--- config.mk ---
export PLATFORM = sky130hd
export DESIGN_NAME = snake_uart_tx
export DESIGN_NICKNAME = d
export VERILOG_FILES = /design/src/rtl/snake_uart_tx.sv
export SDC_FILE = /design/constraint.sdc
export NUM_CORES = 1
export LEC_CHECK = 0
export CAP_MARGIN = 5
export CORE_ASPECT_RATIO = 1.4
export CORE_UTILIZATION = 35
export CTS_CLUSTER_DIAMETER = 30
export DETAILED_ROUTE_END_ITERATION = 8
export GPL_ROUTABILITY_DRIVEN = 0
export PLACE_DENSITY = 0.6
export SLEW_MARGIN = 15
export SYNTH_ARGS = -nofsm -noshare
export SYNTH_HDL_FRONTEND = slang
export SYNTH_SLANG_ARGS = --single-unit
--- constraint.sdc ---
create_clock -name Clk -period 2.1 [get_ports Clk]
set_input_delay 0.42 -clock Clk [delete_from_list [all_inputs] [get_ports Clk]]
set_output_delay 0.42 -clock Clk [all_outputs]
set_load 0.02 [all_outputs]
--- src/rtl/snake_uart_tx.sv ---
// snake_uart_tx: 8N1 UART transmitter fed by a small FIFO.
// Bytes are queued over a valid/ready push port and sent LSB first.
module snake_uart_tx #(
  parameter int CLKS_PER_BIT = 434,
  parameter int FIFO_DEPTH   = 4
) (
  input  logic       Clk,
  input  logic       Rst,
  input  logic [7:0] TxData,
  input  logic       TxValid,
  output logic       TxReady,
  output logic       UartTxWire,
  output logic       Busy,
  output logic [2:0] FifoCount
);

  localparam int PW = $clog2(FIFO_DEPTH);
  localparam logic [15:0] LAST =
    16'(CLKS_PER_BIT - 1);
  localparam logic [2:0] FULL =
    3'(FIFO_DEPTH);

  typedef enum logic [1:0] {
    IDLE,
    START,
    DATA,
    STOP
  } state_t;

  state_t         state;
  logic [15:0]    baud_cnt;
  logic [2:0]     bit_idx;
  logic [7:0]     shreg;

  logic [7:0]     mem [FIFO_DEPTH];
  logic [PW-1:0]  wr_ptr;
  logic [PW-1:0]  rd_ptr;
  logic [2:0]     count;

  logic           full;
  logic           push;
  logic           pop;
  logic           bit_end;
  logic [7:0]     head;

  assign full      = (count == FULL);
  assign TxReady   = !full;
  assign FifoCount = count;
  assign push      = TxValid && !full;
  assign bit_end   = (baud_cnt == LAST);
  assign head      = mem[rd_ptr];

  // Dequeue when idle, or on the last stop cycle to chain frames.
  assign pop = (count != 3'd0) &&
               ((state == IDLE) ||
                ((state == STOP) && bit_end));

  // FIFO pointers and occupancy; push+pop leaves count unchanged.
  always_ff @(posedge Clk or negedge Rst) begin
    if (!Rst) begin
      wr_ptr <= '0;
      rd_ptr <= '0;
      count  <= '0;
    end else begin
      if (push)
        wr_ptr <= wr_ptr + PW'(1);
      if (pop)
        rd_ptr <= rd_ptr + PW'(1);
      case ({push, pop})
        2'b10:   count <= count + 3'd1;
        2'b01:   count <= count - 3'd1;
        default: count <= count;
      endcase
    end
  end

  // FIFO storage; data is captured at the accepting edge.
  always_ff @(posedge Clk or negedge Rst) begin
    if (!Rst) begin
      for (int i = 0; i < FIFO_DEPTH; i++)
        mem[i] <= '0;
    end else if (push) begin
      mem[wr_ptr] <= TxData;
    end
  end

  // Frame sequencer with registered line and busy outputs.
  always_ff @(posedge Clk or negedge Rst) begin
    if (!Rst) begin
      state      <= IDLE;
      baud_cnt   <= '0;
      bit_idx    <= '0;
      shreg      <= '0;
      UartTxWire <= 1'b1;
      Busy       <= 1'b0;
    end else begin
      unique case (state)
        IDLE: begin
          baud_cnt <= '0;
          bit_idx  <= '0;
          if (pop) begin
            shreg      <= head;
            state      <= START;
            UartTxWire <= 1'b0;
            Busy       <= 1'b1;
          end else begin
            UartTxWire <= 1'b1;
            Busy       <= 1'b0;
          end
        end
        START: begin
          if (bit_end) begin
            baud_cnt   <= '0;
            bit_idx    <= '0;
            state      <= DATA;
            UartTxWire <= shreg[0];
          end else begin
            baud_cnt <= baud_cnt + 16'd1;
          end
        end
        DATA: begin
          if (bit_end) begin
            baud_cnt <= '0;
            if (bit_idx == 3'd7) begin
              state      <= STOP;
              UartTxWire <= 1'b1;
            end else begin
              bit_idx    <= bit_idx + 3'd1;
              shreg      <= shreg >> 1;
              UartTxWire <= shreg[1];
            end
          end else begin
            baud_cnt <= baud_cnt + 16'd1;
          end
        end
        STOP: begin
          if (bit_end) begin
            baud_cnt <= '0;
            bit_idx  <= '0;
            if (pop) begin
              shreg      <= head;
              state      <= START;
              UartTxWire <= 1'b0;
              Busy       <= 1'b1;
            end else begin
              state      <= IDLE;
              UartTxWire <= 1'b1;
              Busy       <= 1'b0;
            end
          end else begin
            baud_cnt <= baud_cnt + 16'd1;
          end
        end
        default: begin
          state      <= IDLE;
          UartTxWire <= 1'b1;
          Busy       <= 1'b0;
        end
      endcase
    end
  end

endmodule

Yosys cells after proc, flatten, opt, wreduce, memory -nomap -nowiden

Index checks and enable logic that the tools add are counted.

Bits in registers: 70
Input port bits: 11
Output and inout port bits: 6

Add/subtract/negate cells: 6
Magnitude comparators: 3
Equal/unequal tests: 15
Multiplexer cells: 34
Bitwise operators: 2
Reduce and logical (&&, ||, !) cells: 18

Operators by type and width:

| kind                                                             | number |
|---|---|
| 8-bit 2-to-1 mux                                                 | 7 |
| 32-bit bitwise mux                                               | 1 |
| 16-bit one-hot mux with 2 select lines                           | 1 |
| 8-bit one-hot mux with 3 select lines                            | 1 |
| 16-bit by 1-bit adder with 16-bit output, second input constant  | 1 |
| 8-bit binary-select mux with 2-bit select                        | 1 |
| 8-bit demux with 2-bit select                                    | 1 |
| 16-bit by 9-bit == test with 1-bit output, second input constant | 1 |
| 16-bit 2-to-1 mux                                                | 1 |
| 2-bit inequality test, second input constant                     | 6 |
| 2-bit 2-to-1 mux                                                 | 5 |
| 3-bit 2-to-1 mux                                                 | 3 |
| 3-bit one-hot mux with 3 select lines                            | 1 |
| 1-bit 2-to-1 mux                                                 | 8 |
| 2-bit one-hot mux with 4 select lines                            | 1 |
| 3-bit by 1-bit adder with 3-bit output, second input constant    | 2 |
| 2-bit == test, second input constant                             | 3 |
| 3-bit == test, second input constant                             | 2 |
| 3-bit >= comparator, second input constant                       | 2 |
| 2-bit inverter with 3-bit output                                 | 2 |
| 3-bit one-hot mux with 2 select lines                            | 1 |
| 3-bit AND reduction                                              | 2 |
| 3-bit nonzero test                                               | 2 |
| 5-bit AND reduction                                              | 1 |
| other kinds (16)                                                 | 22 |

Depth between registers and ports, before layout

Gate-level depths: netlist of the first run.

Word-level depth: 7
Mapped depth: 11
Gate-level depth less buffers: 11

Least setup slack after synthesis of the first run

No wires, ideal clock.

Kind: register to register
Start point: reg baud_cnt[1]
End point: reg count[2] (netlist: FifoCount[2])
Library setup time: 80 ps
Data arrival time: 2201 ps
Data required time: 2020 ps
Setup slack: -180 ps
Stages on the path, launching flop included: 12
Path buffers: 0
Cell sequence: dfrtp_1 inv_1 ha_1 and4bb_1 nand4_4 a21oi_2 ha_1 inv_1 fa_1 xor2_1 nor2_1 xor2_1

Longest elaborated chain between the ends: 6

Ends and longest elaborated chain:

| element                                                                            | line | RTL |
|---|---|---|
| start: declaration                                                                 | 31   | `logic [15:0] baud_cnt;` |
| start signal: assignment                                                           | 118  | `baud_cnt <= baud_cnt + 16'd1;` |
| start signal: assignment                                                           | 133  | `baud_cnt <= baud_cnt + 16'd1;` |
| start signal: assignment                                                           | 151  | `baud_cnt <= baud_cnt + 16'd1;` |
| 16-bit by 9-bit == test with 1-bit output (*)                                      | 50   | `assign bit_end = (baud_cnt == LAST);` |
| 1-bit logical AND (*)                                                              | 56   | `((state == STOP) && bit_end));` |
| 1-bit logical OR (*)                                                               | 55   | `((state == IDLE) \|\|` |
| 1-bit logical AND (*)                                                              | 54   | `assign pop = (count != 3'd0) &&` |
| net pop                                                                            | 42   | `logic pop;` |
| 2-bit by 1-bit == test with 1-bit output / 2-bit == test (equally long branches)   | 69   | `case ({push, pop})` |
| 3-bit one-hot mux with 2 select lines / 2-bit nonzero test (equally long branches) | --   |  |
| end signal: assignment                                                             | 70   | `2'b10: count <= count + 3'd1;` |
| end signal: assignment                                                             | 71   | `2'b01: count <= count - 3'd1;` |
| end signal: assignment                                                             | 72   | `default: count <= count;` |
| end: declaration                                                                   | 38   | `logic [2:0] count;` |

The timed path passes the listed nets; every way through them passes the cells marked *.
A chain may end at the register's enable or synchronous reset.

Worst setup path after layout of the first run

Ends and elaborated chain as after synthesis.

==> results of run 1 <==
## kinds of logic after synthesis
kind of cell	count (synthesis)	share of synthesized area, %
compound gates	15	3.71
simple gates	71	11.0
buf+inv	17	2.16
flops	70	50.4
mux	59	22.5
fa+ha+maj	14	5.25
xor+xnor	20	5.04
## registers in the layout (all words and copies together), names as in the netlist
| register | cells |
|---|---|
| Busy | 1 |
| state | 2 |
| bit_idx | 3 |
| wr_ptr | 2 |
| shreg | 8 |
| mem | 32 |
| baud_cnt | 16 |
| UartTxWire | 1 |
| FifoCount | 3 |
| rd_ptr | 2 |
## cell usage after synthesis (2+ instances only)
cell type,count
and2_1,2
and4_1,2
buf_2,3
dfrtp_1,69
ha_1,13
inv_1,11
mux2_2,39
mux2_4,8
mux2i_1,3
mux4_2,8
nand2_1,19
nand2b_1,2
nand3_1,10
nand4_1,3
nor2_1,21
nor3_1,3
o211ai_1,3
o21ai_0,3
xnor2_1,6
xor2_1,14
## where the power goes
part | internal (mW) | switching, mW | leakage [nW]
Clock | 0.905 | 0.534 | 0.132
Sequential | 1.72 | 0.170 | 0.871
Combinational | 0.769 | 0.471 | 0.990
## per-layer routing
metal	global-route usage, %	vias to the layer above	wire (um)
li1	-	1053	-
met1	18.1	1110	2900
met2	23.9	26	3410
met3	2.48	12	127
met4	7.81	0	162
met5	0	-	0
## worst max path at each step
stage | from | endpoint | depth (start not counted)
final | baud_cnt[1] | FifoCount[2] | 11
after global routing | baud_cnt[1] | FifoCount[2] | 11
after CTS | baud_cnt[1] | FifoCount[2] | 11
after detailed placement | baud_cnt[1] | FifoCount[2] | 11
after global placement | baud_cnt[1] | FifoCount[2] | 11
after floorplan | baud_cnt[1] | FifoCount[2] | 11
## stage by stage
step / hold WS (ns) / std cells
2_1_floorplan: 0.124 / 266
3_3_place_gp: 0.356 / 441
3_5_place_dp: 0.355 / 441
4_1_cts: 0.00492 / 455
5_1_grt: 0.0194 / 456
6_report: -0.00999 / 456
## area by class of cell
class | count | area [um^2]
Tap cell | 132 | 165
Clock inverter | 2 | 35.0
Sequential cell | 70 | 1750
Multi-Input combinational cell | 179 | 1700
Clock buffer | 12 | 236
Inverter | 12 | 45.0
Timing Repair Buffer | 49 | 478
Fill cell | 901 | 5150
## timing repair
item	4_1_cts	5_1_grt
pin swaps	0	1
setup endpoints to repair	1	4
resized for setup	0	7
hold buffers	0	0
setup buffers	0	1
==> run summary, run 1 <==
First-pass GRT wire length: 11.4 mm
CP endpoint kind: flip-flop
Placeable Area: 9560 um^2
DP Worst Slack: -0.0185 ns
MaxCap Viol Count: 0
Number of synthesized register bits: 70
Rows: 42
Nets@finish: 346
Ys Warns: 0
Crit path kind: flip-flop to flip-flop
Violated checks: hold timing, setup timing
Total Power: 4.57 mW
Antenna violations before repair: 0
Max FO, Critical Path: 2
Synth area leader: dfrtp_1
Ys async rst share: 100%
Antenna Cells: 0
Post-Syn Instances: 266
Overall routing resource usage: 14.5%
DR DRC count: 0
Largest delay share family, worst path: adder cells
H-tree lvl count: 3
R2R Setup Slk: -0.06 ns
Root Buffer: clkbuf_16
Outcome: finished with violations
Worst path bufs/invs: 2
Num CTS Buffers: 9
Chip Width: 86.2 um
Tcrit/Tclk final: 103%
Height of the chip: 120 um
RSZ-0062 raised after global routing: yes
Vias: 2201
Relative slew slack: 69.7%
Ys flop type: dfrtp_1
Design Area, Final: 4410 um^2
DP HPWL: 4.70 mm
Worst-skew pair later-pin latency: 0.33 ns
Worst-path clk slew: 0.06 ns
WL per Instance: 14.5 um
Initial Utilization: 36.4%
Area post-placement: 4100 um^2
Final setup skew: 0.00669 ns
Maximum clock rate: 464 MHz
Via-to-Cell Ratio: 4.83
Slew @ Worst Pin: 0.455 ns
GRT overflow: 0
Final Hold Viols: 12
Most frequent cells in the layout: dfrtp_1, mux2_2, buf_4, nor2_1, nand2_1
R2R cell count: 11
Setup TNS: -0.0551 ns
RR Startpoint: baud_cnt[1]
Clk buf depth: 2
FF-to-FF End: FifoCount[2]
CTS tree: done
CP max-delay cell: dfrtp_1
Routed Antenna Nets: 0
Layout cells sized above 1: 36.4%
Synth top area share: 49.7%
DRT iter0 DRCs: 86
Final Setup Violations: 1
Vias in the first global route: 2334
Critical Path AT: 2.42 ns
Biggest cell delay along the critical path: 0.37 ns
Final WS setup: -0.0551 ns
Num ports: 17
Commonest non-fill, non-tap cell in the layout: dfrtp_1
Die area: 10300 um^2
Worst Setup Start Kind: flip-flop
Worst hold slack: -0.00999 ns
CTS sink count: 70
Cell Pwr Density: 1040 nW/um^2
Pin count of the biggest net entering global routing: 58
Leakage power: 1.99 nW
Drt total wl: 6.60 mm
Worst Path Required: 2.36 ns
Number of synthesized flops with an enable pin: 0
Cell variety after synth: 44
Register area share after synthesis: 50.4%
Layout area overhead: 26.8%
Worst vdd ir: 0.000526 V
Cell area after synthesis: 3480 um^2
Final Core Density: 46.1%
DRT Pass-1 Iters: 4
Crit-path cells: inv_1, ha_1, and4bb_1, nand4_4, a21oi_4, ha_2, inv_1, fa_2, xor2_1, nor2_1, xor2_1
Syn Area/Cell: 13.1 um^2
Final Slew Violations: 0
I/O Buffers: 16
Min-Delay Path Class: input pin to async pin
Syn nets: 291
Tmin final: 2.16 ns
Area contributors post-synth: dfrtp_1, mux2_2, mux4_2
No activity file was read; power rests on OpenSTA's default activity.
==> inputs of run 2 (changes only) <==
--- a/config.mk
+++ b/config.mk
@@ -5,6 +5,7 @@
 export SDC_FILE = /design/constraint.sdc
 export NUM_CORES = 1
 export LEC_CHECK = 0
+export ABC_CLOCK_PERIOD_IN_PS = 2100
 export CAP_MARGIN = 5
 export CORE_ASPECT_RATIO = 1.4
 export CORE_UTILIZATION = 35
==> results of run 2 <==
The final DEF is identical to that of run 1; final timing and power are the same.
==> inputs of run 3 (changes only) <==
--- a/config.mk
+++ b/config.mk
@@ -5,8 +5,7 @@
 export SDC_FILE = /design/constraint.sdc
 export NUM_CORES = 1
 export LEC_CHECK = 0
-export ABC_CLOCK_PERIOD_IN_PS = 2100
-export CAP_MARGIN = 5
+export ABC_CLOCK_PERIOD_IN_PS = 1700
 export CORE_ASPECT_RATIO = 1.4
 export CORE_UTILIZATION = 35
 export CTS_CLUSTER_DIAMETER = 30
==> constraint.sdc (replaced) <==
create_clock -name Clk -period 1.7 [get_ports Clk]
set_input_delay 0.34 -clock Clk [delete_from_list [all_inputs] [get_ports Clk]]
set_output_delay 0.34 -clock Clk [all_outputs]
set_load 0.02 [all_outputs]
==> run 3 against run 2 <==
The flow finishes with violations (setup timing). Setup slack worse by 0.34 ns. First-iteration DRC count down 13%. Non-clock buffer count up 22.
==> run summary, run 3 (same netlist as run 1, synthesis figures left out) <==
Outcome: finished with violations
Violated checks: setup timing
Num ports: 17 (unchanged)
Final WS setup: -0.395 ns (-0.340 ns)
Worst vdd ir: 0.000830 V (+58%)
Min-Delay Path Class: input pin to async pin
DP Worst Slack: -0.439 ns (-0.420 ns)
Biggest cell delay along the critical path: 0.37 ns (about the same)
Worst path bufs/invs: 2 (unchanged)
Final Setup Violations: 18 (+17)
DRT iter0 DRCs: 75 (-13%)
Tmin final: 2.10 ns (-0.0597 ns)
Chip Width: 86.2 um (unchanged)
Pin count of the biggest net entering global routing: 71 (+22%)
Post-CTS Hold Fix Bufs: 0 (unchanged)
WL per Instance: 14.2 um (-1.7%)
Worst-path clk slew: 0.06 ns (about the same)
Vias in the first global route: 2561 (+9.7%)
Die area: 10300 um^2 (unchanged)
CP endpoint kind: flip-flop
Clock power frac: 32.9% (+1.4 points)
Vias: 2282 (+3.7%)
Rows: 42 (unchanged)
Max reg flops: 32 (unchanged)
Overall routing resource usage: 14.7% (+0.17 points)
Antenna Cells: 0 (unchanged)
MaxCap Viol Count: 0 (unchanged)
Share of total power in combinational logic: 26.5% (-0.6 points)
Commonest non-fill, non-tap cell in the layout: dfrtp_1
Crit-path cells: inv_1, ha_1, and4bb_1, nand4_4, a21oi_4, ha_4, inv_2, fa_2, xor2_1, nor2_1, xor2_1
Sequential power share: 40.6% (-0.8 points)
Max FO, Critical Path: 2 (unchanged)
RSZ-0062 raised after global routing: yes
First-pass GRT wire length: 11.8 mm (+3.7%)
Worst Path Required: 1.94 ns (-0.42 ns)
CP max-delay cell: dfrtp_1
Cell Pwr Density: 1250 nW/um^2 (+20%)
DR DRC count: 0 (unchanged)
Maximum clock rate: 477 MHz (+2.9%)
Setup TNS: -3.97 ns (-3.92 ns)
Worst-skew pair later-pin latency: 0.33 ns (about the same)
Most frequent cells in the layout: dfrtp_1, buf_4, mux2_2, nor2_1
Clk buf depth: 2 (unchanged)
Crit-path most repeated cell: xor2_1
DP HPWL: 4.63 mm (-1.6%)
Layout cells sized above 1: 45.7% (+9.3 points)
Drt total wl: 6.82 mm (+3.4%)
H-tree lvl count: 3 (unchanged)
Layout area overhead: 34.3%
Total Power: 5.82 mW (+27%)
Switching Fraction: 26.5% (+0.80 points)
Worst hold slack: 0.0253 ns (+0.0352 ns)
Antenna violations before repair: 0 (unchanged)
Largest delay share family, worst path: adder cells
Area of the multi-input gates: 1770 um^2 (+4.4%)
Final setup skew: 0.00629 ns (-0.000397 ns)
Relative slew slack: 69.3% (-0.39 points)
CTS sink count: 70 (unchanged)
FF+latch area: 1750 um^2 (about the same)
Biggest register: mem
I/O Buffers: 16 (unchanged)
Placeable Area: 9560 um^2 (unchanged)
Critical Path AT: 2.34 ns (-0.08 ns)
GRT overflow: 0 (unchanged)
Final Slew Violations: 0 (unchanged)
Largest regs: mem x32, baud_cnt x16, shreg x8
Routed Antenna Nets: 0 (unchanged)
Via-to-Cell Ratio: 4.75 (-1.5%)
Crit path kind: flip-flop to flip-flop
Leakage power: 2.15 nW (+8.0%)
Slew @ Worst Pin: 0.461 ns (+0.00586 ns)
Pint: 4.28 mW (+26%)
DRT Pass-1 Iters: 4 (unchanged)
Worst Setup Start Kind: flip-flop
Fillcell total: 898 (-0.33%)
CTS tree: done
Nets@finish: 368 (+6.4%)
Root Buffer: clkbuf_16
Tcrit/Tclk final: 123% (+21 points)
Final Hold Viols: 0 (-12)
Initial Utilization: 36.4% (unchanged)
Height of the chip: 120 um (unchanged)
Switching power: 1.54 mW (+31%)
Num CTS Buffers: 9 (unchanged)
run 3: cell count changes in the layout (fill, tap and decap cells not counted), sizes merged:
cell | previous run | this run
buf | 34 | 55
clkbuf | 12 | 13
clkdlybuf4s50 | 15 | 11
clkinv | 1 | 4
dlygate4sd2 | 0 | 3
run 3: metal layers:
layer | vias up | GRT usage [%] | routed length (um)
met2 | 20 | 26.2 | 3730
met1 | 1157 | 17.3 | 2900
met3 | 6 | 3.23 | 133
met4 | 0 | 5.00 | 64
met5 | - | 0 | 0
li1 | 1099 | - | -
run 3: worst register-to-register path, cell delays in order (launching register included):
cell and delay (ns):
dfrtp_1 0.37, inv_1 0.06, ha_1 0.13, and4bb_1 0.24, nand4_4 0.11, a21oi_4 0.18, ha_4 0.16, inv_2 0.03
fa_2 0.32, xor2_1 0.15, nor2_1 0.11, xor2_1 0.16
run 3: final timing paths:
check                      slack (ns)        start  cells past startpoint           end
max                             -0.40  baud_cnt[1]                     11  FifoCount[2]
min                              0.03          Rst                      2  FifoCount[1]
max reg2reg                     -0.40  baud_cnt[1]                     11  FifoCount[2]
min reg2reg                      0.50      mem[18]                      1       mem[18]
max in group asynchronous        1.33          Rst                      2    UartTxWire
min in group Clk                 0.50      mem[18]                      1       mem[18]
run 3: power groups by stage:
| stage | Clock, mW | Combinational [mW] | Sequential [mW] |
|---|---|---|---|
| 6_report | 1.91 | 1.54 | 2.36 |
| 3_3_place_gp | 0 | 1.50 | 2.36 |
| 3_5_place_dp | 0 | 1.55 | 2.39 |
| 2_1_floorplan | 0 | 1.02 | 2.37 |
| 5_1_grt | 2.02 | 1.69 | 2.42 |
| 4_1_cts | 1.97 | 1.53 | 2.36 |
run 3: layout make-up:
| type | instances | area share (%) |
|---|---|---|
| clock buffer | 11 | 5.41 |
| clock inverter | 5 | 1.23 |
| tap | 132 | 3.54 |
| sequential | 70 | 37.6 |
| multi-input combinational | 179 | 38.0 |
| inverter | 12 | 0.965 |
| timing repair buffer | 71 | 13.3 |
run 3: what timing repair did:
item | in CTS | in global routing
pin swaps | 9 | 4
cloned | 0 | 1
setup endpoints to repair | 20 | 50
buffers inserted | 2 | 2
resized for setup | 10 | 12
run 3: stage by stage:
stage | util (%) | instance area (um^2) | instances
after detailed placement | 44.2 | 4220 | 459
after global routing | 48.8 | 4670 | 480
after floorplan | - | 3520 | 266
final | 48.8 | 4670 | 480
after CTS | 47.9 | 4580 | 477
after global placement | 44.2 | 4220 | 459
